**src/rtl/mem_bus_arbiter.sv**
```systemverilog
// Shares one Wishbone-style memory port between instruction fetch and load/store.
// MEM wins ties; bus cycles cut short by a flush are drained without an ack.
//
// state     | meaning
// ----------+------------------------------------------------------------
// S_IDLE    | no cycle on the bus, grant possible (blocked while flush_i)
// S_IF_BUS  | IF read cycle on the bus, waiting for bus_ack_i
// S_MEM_BUS | MEM load/store cycle on the bus, waiting for bus_ack_i
// S_IF_DONE | if_ack_o pulse, no grant this cycle
// S_MEM_DONE| mem_ack_o pulse, no grant this cycle
// S_DRAIN   | flushed cycle still on the bus, waiting for bus_ack_i
module mem_bus_arbiter #(
    parameter int ADDR_W = 32,
    parameter int DATA_W = 32
) (
    input  logic                  clk,
    input  logic                  rst,
    input  logic                  flush_i,
    input  logic                  if_req_i,
    input  logic [ADDR_W-1:0]     if_addr_i,
    output logic [DATA_W-1:0]     if_rdata_o,
    output logic                  if_ack_o,
    output logic                  stallreq_if_o,
    input  logic                  mem_req_i,
    input  logic                  mem_we_i,
    input  logic [DATA_W/8-1:0]   mem_sel_i,
    input  logic [ADDR_W-1:0]     mem_addr_i,
    input  logic [DATA_W-1:0]     mem_wdata_i,
    output logic [DATA_W-1:0]     mem_rdata_o,
    output logic                  mem_ack_o,
    output logic                  stallreq_mem_o,
    output logic                  bus_cyc_o,
    output logic                  bus_stb_o,
    output logic                  bus_we_o,
    output logic [DATA_W/8-1:0]   bus_sel_o,
    output logic [ADDR_W-1:0]     bus_adr_o,
    output logic [DATA_W-1:0]     bus_dat_o,
    input  logic [DATA_W-1:0]     bus_dat_i,
    input  logic                  bus_ack_i
);

    typedef enum logic [2:0] {
        S_IDLE, S_IF_BUS, S_MEM_BUS, S_IF_DONE, S_MEM_DONE, S_DRAIN
    } state_e;

    state_e state_q, state_d;

    logic                cyc_q;
    logic                we_q;
    logic [DATA_W/8-1:0] sel_q;
    logic [ADDR_W-1:0]   adr_q;
    logic [DATA_W-1:0]   dat_q;
    logic [DATA_W-1:0]   if_rdata_q;
    logic [DATA_W-1:0]   mem_rdata_q;

    logic grant_mem, grant_if, cap_if, cap_mem, end_cyc;

    always_comb begin
        state_d   = state_q;
        grant_mem = 1'b0;
        grant_if  = 1'b0;
        cap_if    = 1'b0;
        cap_mem   = 1'b0;
        end_cyc   = 1'b0;
        case (state_q)
            S_IDLE: begin
                if (!flush_i) begin
                    if (mem_req_i) begin
                        grant_mem = 1'b1;
                        state_d   = S_MEM_BUS;
                    end else if (if_req_i) begin
                        grant_if = 1'b1;
                        state_d  = S_IF_BUS;
                    end
                end
            end
            S_IF_BUS: begin
                if (bus_ack_i) begin
                    end_cyc = 1'b1;
                    if (flush_i) begin
                        state_d = S_IDLE;
                    end else begin
                        cap_if  = 1'b1;
                        state_d = S_IF_DONE;
                    end
                end else if (flush_i) begin
                    state_d = S_DRAIN;
                end
            end
            S_MEM_BUS: begin
                if (bus_ack_i) begin
                    end_cyc = 1'b1;
                    if (flush_i) begin
                        state_d = S_IDLE;
                    end else begin
                        cap_mem = ~we_q;
                        state_d = S_MEM_DONE;
                    end
                end else if (flush_i) begin
                    state_d = S_DRAIN;
                end
            end
            S_IF_DONE, S_MEM_DONE: state_d = S_IDLE;
            S_DRAIN: begin
                if (bus_ack_i) begin
                    end_cyc = 1'b1;
                    state_d = S_IDLE;
                end
            end
            default: state_d = S_IDLE;
        endcase
    end

    always_ff @(posedge clk or negedge rst) begin
        if (!rst) state_q <= S_IDLE;
        else      state_q <= state_d;
    end

    // Address/sel/data hold after the cycle ends; only cyc/stb/we drop.
    always_ff @(posedge clk or negedge rst) begin
        if (!rst) begin
            cyc_q <= 1'b0;
            we_q  <= 1'b0;
            sel_q <= '0;
            adr_q <= '0;
            dat_q <= '0;
        end else if (grant_mem) begin
            cyc_q <= 1'b1;
            we_q  <= mem_we_i;
            sel_q <= mem_sel_i;
            adr_q <= mem_addr_i;
            dat_q <= mem_wdata_i;
        end else if (grant_if) begin
            cyc_q <= 1'b1;
            we_q  <= 1'b0;
            sel_q <= '1;
            adr_q <= if_addr_i;
            dat_q <= '0;
        end else if (end_cyc) begin
            cyc_q <= 1'b0;
            we_q  <= 1'b0;
        end
    end

    always_ff @(posedge clk or negedge rst) begin
        if (!rst) begin
            if_rdata_q  <= '0;
            mem_rdata_q <= '0;
        end else begin
            if (cap_if)  if_rdata_q  <= bus_dat_i;
            if (cap_mem) mem_rdata_q <= bus_dat_i;
        end
    end

    assign if_ack_o    = (state_q == S_IF_DONE);
    assign mem_ack_o   = (state_q == S_MEM_DONE);
    assign if_rdata_o  = if_rdata_q;
    assign mem_rdata_o = mem_rdata_q;

    // Gated by rst so the stall requests clear asynchronously with the bus.
    assign stallreq_if_o  = rst & if_req_i  & ~if_ack_o  & ~flush_i;
    assign stallreq_mem_o = rst & mem_req_i & ~mem_ack_o & ~flush_i;

    assign bus_cyc_o = cyc_q;
    assign bus_stb_o = cyc_q;
    assign bus_we_o  = we_q;
    assign bus_sel_o = sel_q;
    assign bus_adr_o = adr_q;
    assign bus_dat_o = dat_q;

endmodule

```
**config.mk**
```make
export PLATFORM = sky130hd
export DESIGN_NAME = mem_bus_arbiter
export DESIGN_NICKNAME = d
export VERILOG_FILES = /design/src/rtl/mem_bus_arbiter.sv
export SDC_FILE = /design/constraint.sdc
export NUM_CORES = 1
export LEC_CHECK = 0
export CORE_ASPECT_RATIO = 0.8
export CORE_MARGIN = 4
export CORE_UTILIZATION = 45
export CTS_BUF_LIST = sky130_fd_sc_hd__clkbuf_8
export CTS_CLUSTER_SIZE = 14
export DETAILED_ROUTE_END_ITERATION = 12
export GPL_TIMING_DRIVEN = 1
export MAX_ROUTING_LAYER = met4
export PLACE_DENSITY = 0.88
export SLEW_MARGIN = 30
export SYNTH_ARGS = -nofsm -noshare
export SYNTH_HDL_FRONTEND = slang
export SYNTH_SLANG_ARGS = --single-unit
```
**constraint.sdc**
```tcl
create_clock -name clk -period 4 [get_ports clk]
set_input_delay 0.8 -clock clk [delete_from_list [all_inputs] [get_ports clk]]
set_output_delay 0.8 -clock clk [all_outputs]
set_load 0.01 [all_outputs]
```
==> metrics.csv <==
metric,value,unit
IO Port Bufs,277,
clk_lat worst skew,0.44,ns
core area,12200,um^2
RSZ-0062 raised after global routing,false,
vias per cell,5.42,
"Slew Viols, Final",0,
maximum fanout along the worst path,10,
cts hold-fix bufs,0,
# rows,36,
crit path launch type,input pin,
via count,4737,
CTS Buffer Depth,2,
Syn Inst Count,441,
final setup fails,0,
Setup TNS,0,ns
Crit path top cell by count,clkdlybuf4s50_1,
starting density of the core,45.9,%
Tot Pwr,6.56,mW
# Post-CTS Setup Buffers,0,
total CTS buffers,17,
antenna cell count,0,
Nets,848,
largest net degree at the start of global routing,83,
Slew @ Worst Pin,0.864,ns
DRC viols,0,
crit path DAT,2.33,ns
register area share after synthesis,61.4,%
top post-synthesis cells by area,"dfrtp_1 (61%), mux2_2 (13%), a22o_1 (5.0%)",
fin cells,874,
number of global-route vias before repair,4987,
Syn Std Cell Area,5580,um^2
status,completed,
Tmin final,3.13,ns
post-synth net total,580,
H-Tree Depth,4,
chip height,108,um
Top delay family on crit path,buffers and inverters,
Clock Pin Slew Worst Setup and Hold Paths,0.07,ns
Initial DRC Count,225,
#FFs+latches synth,137,
I/O pin cnt,278,
Rel. slew slack,42.4,%
Crit Path Category,in2out,
area of the multi-input gates,1950,um^2
Max Cap Violations,0,
Finished Core Util,72.5,%
Peak supply drop,0.000443,V
CP peak stage delay,0.57,ns
CP max-delay cell,clkdlybuf4s50_1,
Root Driver,clkbuf_8,
maximum clock rate,320,MHz
Yosys cell types,32,
"commonest cells after routing, fill and taps aside","clkdlybuf4s50_1 (276), dfrtp_1 (137), mux2_2 (64)",
period utilisation layout,78.2,%
initial antenna violation count,0,
drt wl/cell,19.0,um
clk_skew,0.0120,ns
"most common cell after layout, fill and taps aside",clkdlybuf4s50_1,
first-pass GRT wire length,26100,um
CP Capture Type,primary output,
iteration count of the initial detailed-routing pass,7,
grt total ovfl,0,
Hold WC Path Type,reg2reg,
critical path required time,3.20,ns
CTS tree,done,
clk sink count,137,
overall die area,14300,um^2
P_leak,3.75,nW
"Hold Vio Cnt, Final",0,
Routed Antenna Nets,0,
filler cell count in the final layout,777,
GR Util All Layers,24.0,%
layout overhead on the synthesized area,57.9,%
final WL,16600,um
"Critical Path, Cell by Cell","clkdlybuf4s50_1, buf_4, nand2b_1, nor3b_1, clkdlybuf4s50_1",
DP HPWL,11800,um
largest area contributor in the netlist,dfrtp_1,
FF+latch area,3430,um^2
DIE WIDTH,133,um
Cells after DPL,842,
layout cells sized above 1,15.1,%
post_cts resized,0,
yosys warns,0,
gp weighted congestion,0.853,
share of the synthesized area in the top cell type,61.4,%
pwr/cell area,744,nW/um^2
WP buf/inv,3,
Avg Inst Size Synth,12.7,um^2
[state kept, by name, indices dropped and copies added, names as in the netlist]
signal	count
bus_cyc_o	1
bus_dat_o	32
bus_adr_o	32
bus_we_o	1
mem_rdata_o	32
state_q	3
if_rdata_o	32
bus_sel_o	4
[cells by family after synthesis]
logic type	count (synthesis)	synth area share [%]
XOR/XNOR	1	0.157
buffers and inverters	40	3.83
AND/OR/NAND/NOR	56	4.69
multiplexers	64	12.9
flip-flops	137	61.4
AO/OA/AOI/OAI	143	17.0
[per-stage QoR]
stage / hold slack (ns) / instance area (um^2) / setup slack, ns
2_1_floorplan: 0.504 / 5580 / 1.50
3_3_place_gp: 0.487 / 8420 / 0.814
3_5_place_dp: 0.491 / 8430 / 0.880
4_1_cts: 0.510 / 8810 / 0.868
5_1_grt: 0.526 / 8810 / 0.797
6_report: 0.502 / 8810 / 0.874
[area by class of cell]
class	count	share of cell area, %
Clock buffer	20	3.12
Clock inverter	12	1.24
Inverter	2	0.0852
Multi-Input combinational cell	264	22.2
Sequential cell	137	38.9
Tap cell	152	2.16
Timing Repair Buffer	287	32.3
[synthesized netlist by cell type, drive strengths merged]
| cell | instances |
|---|---|
| a21o | 1 |
| and2 | 1 |
| mux2 | 64 |
| a21oi | 34 |
| nor2 | 35 |
| o22a | 3 |
| nor2b | 3 |
| or2 | 1 |
| clkbuf | 22 |
| xor2 | 1 |
| dfrtp | 137 |
| o31ai | 32 |
| inv | 2 |
| or3b | 1 |
| nand3 | 1 |
| nor3 | 4 |
| a32oi | 1 |
| o21ai | 37 |
| a22o | 32 |
| a2bb2oi | 1 |
| nor3b | 3 |
| nand3b | 2 |
| and3 | 1 |
| nand2b | 1 |
| a32o | 1 |
| nand2 | 2 |
| buf | 16 |
| o221a | 1 |
| or4 | 1 |
[final timing paths]
check | from | to | slack, ns | depth (start not counted)
max in group asynchronous | rst | bus_adr_o[22]$_DFFE_PN0P_ | 2.93 | 2
setup reg to reg | state_q[0]$_DFFE_PN0P_ | if_rdata_o[15]$_DFFE_PN0P_ | 1.67 | 3
hold / removal | bus_dat_o[3]$_DFFE_PN0P_ | bus_dat_o[3]$_DFFE_PN0P_ | 0.50 | 1
hold reg to reg | bus_dat_o[3]$_DFFE_PN0P_ | bus_dat_o[3]$_DFFE_PN0P_ | 0.50 | 1
min in group asynchronous | rst | bus_dat_o[22]$_DFFE_PN0P_ | 0.53 | 2
setup / recovery | flush_i | stallreq_mem_o | 0.87 | 5
[per-layer routing]
metal | vias to the layer above | GRT usage [%] | share of wire, %
li1 | 2147 | - | -
met1 | 2293 | 28.2 | 40
met2 | 269 | 38.2 | 50
met3 | 28 | 8.69 | 8.5
met4 | 0 | 8.90 | 1.9
met5 | - | - | 0
[power by group]
| group | internal (mW) | total (mW) | switching [mW] |
|---|---|---|---|
| clock network | 0.590 | 1.10 | 0.508 |
| logic | 1.79 | 3.02 | 1.23 |
| registers | 2.05 | 2.44 | 0.390 |
Power figures use the tool's default switching activity.
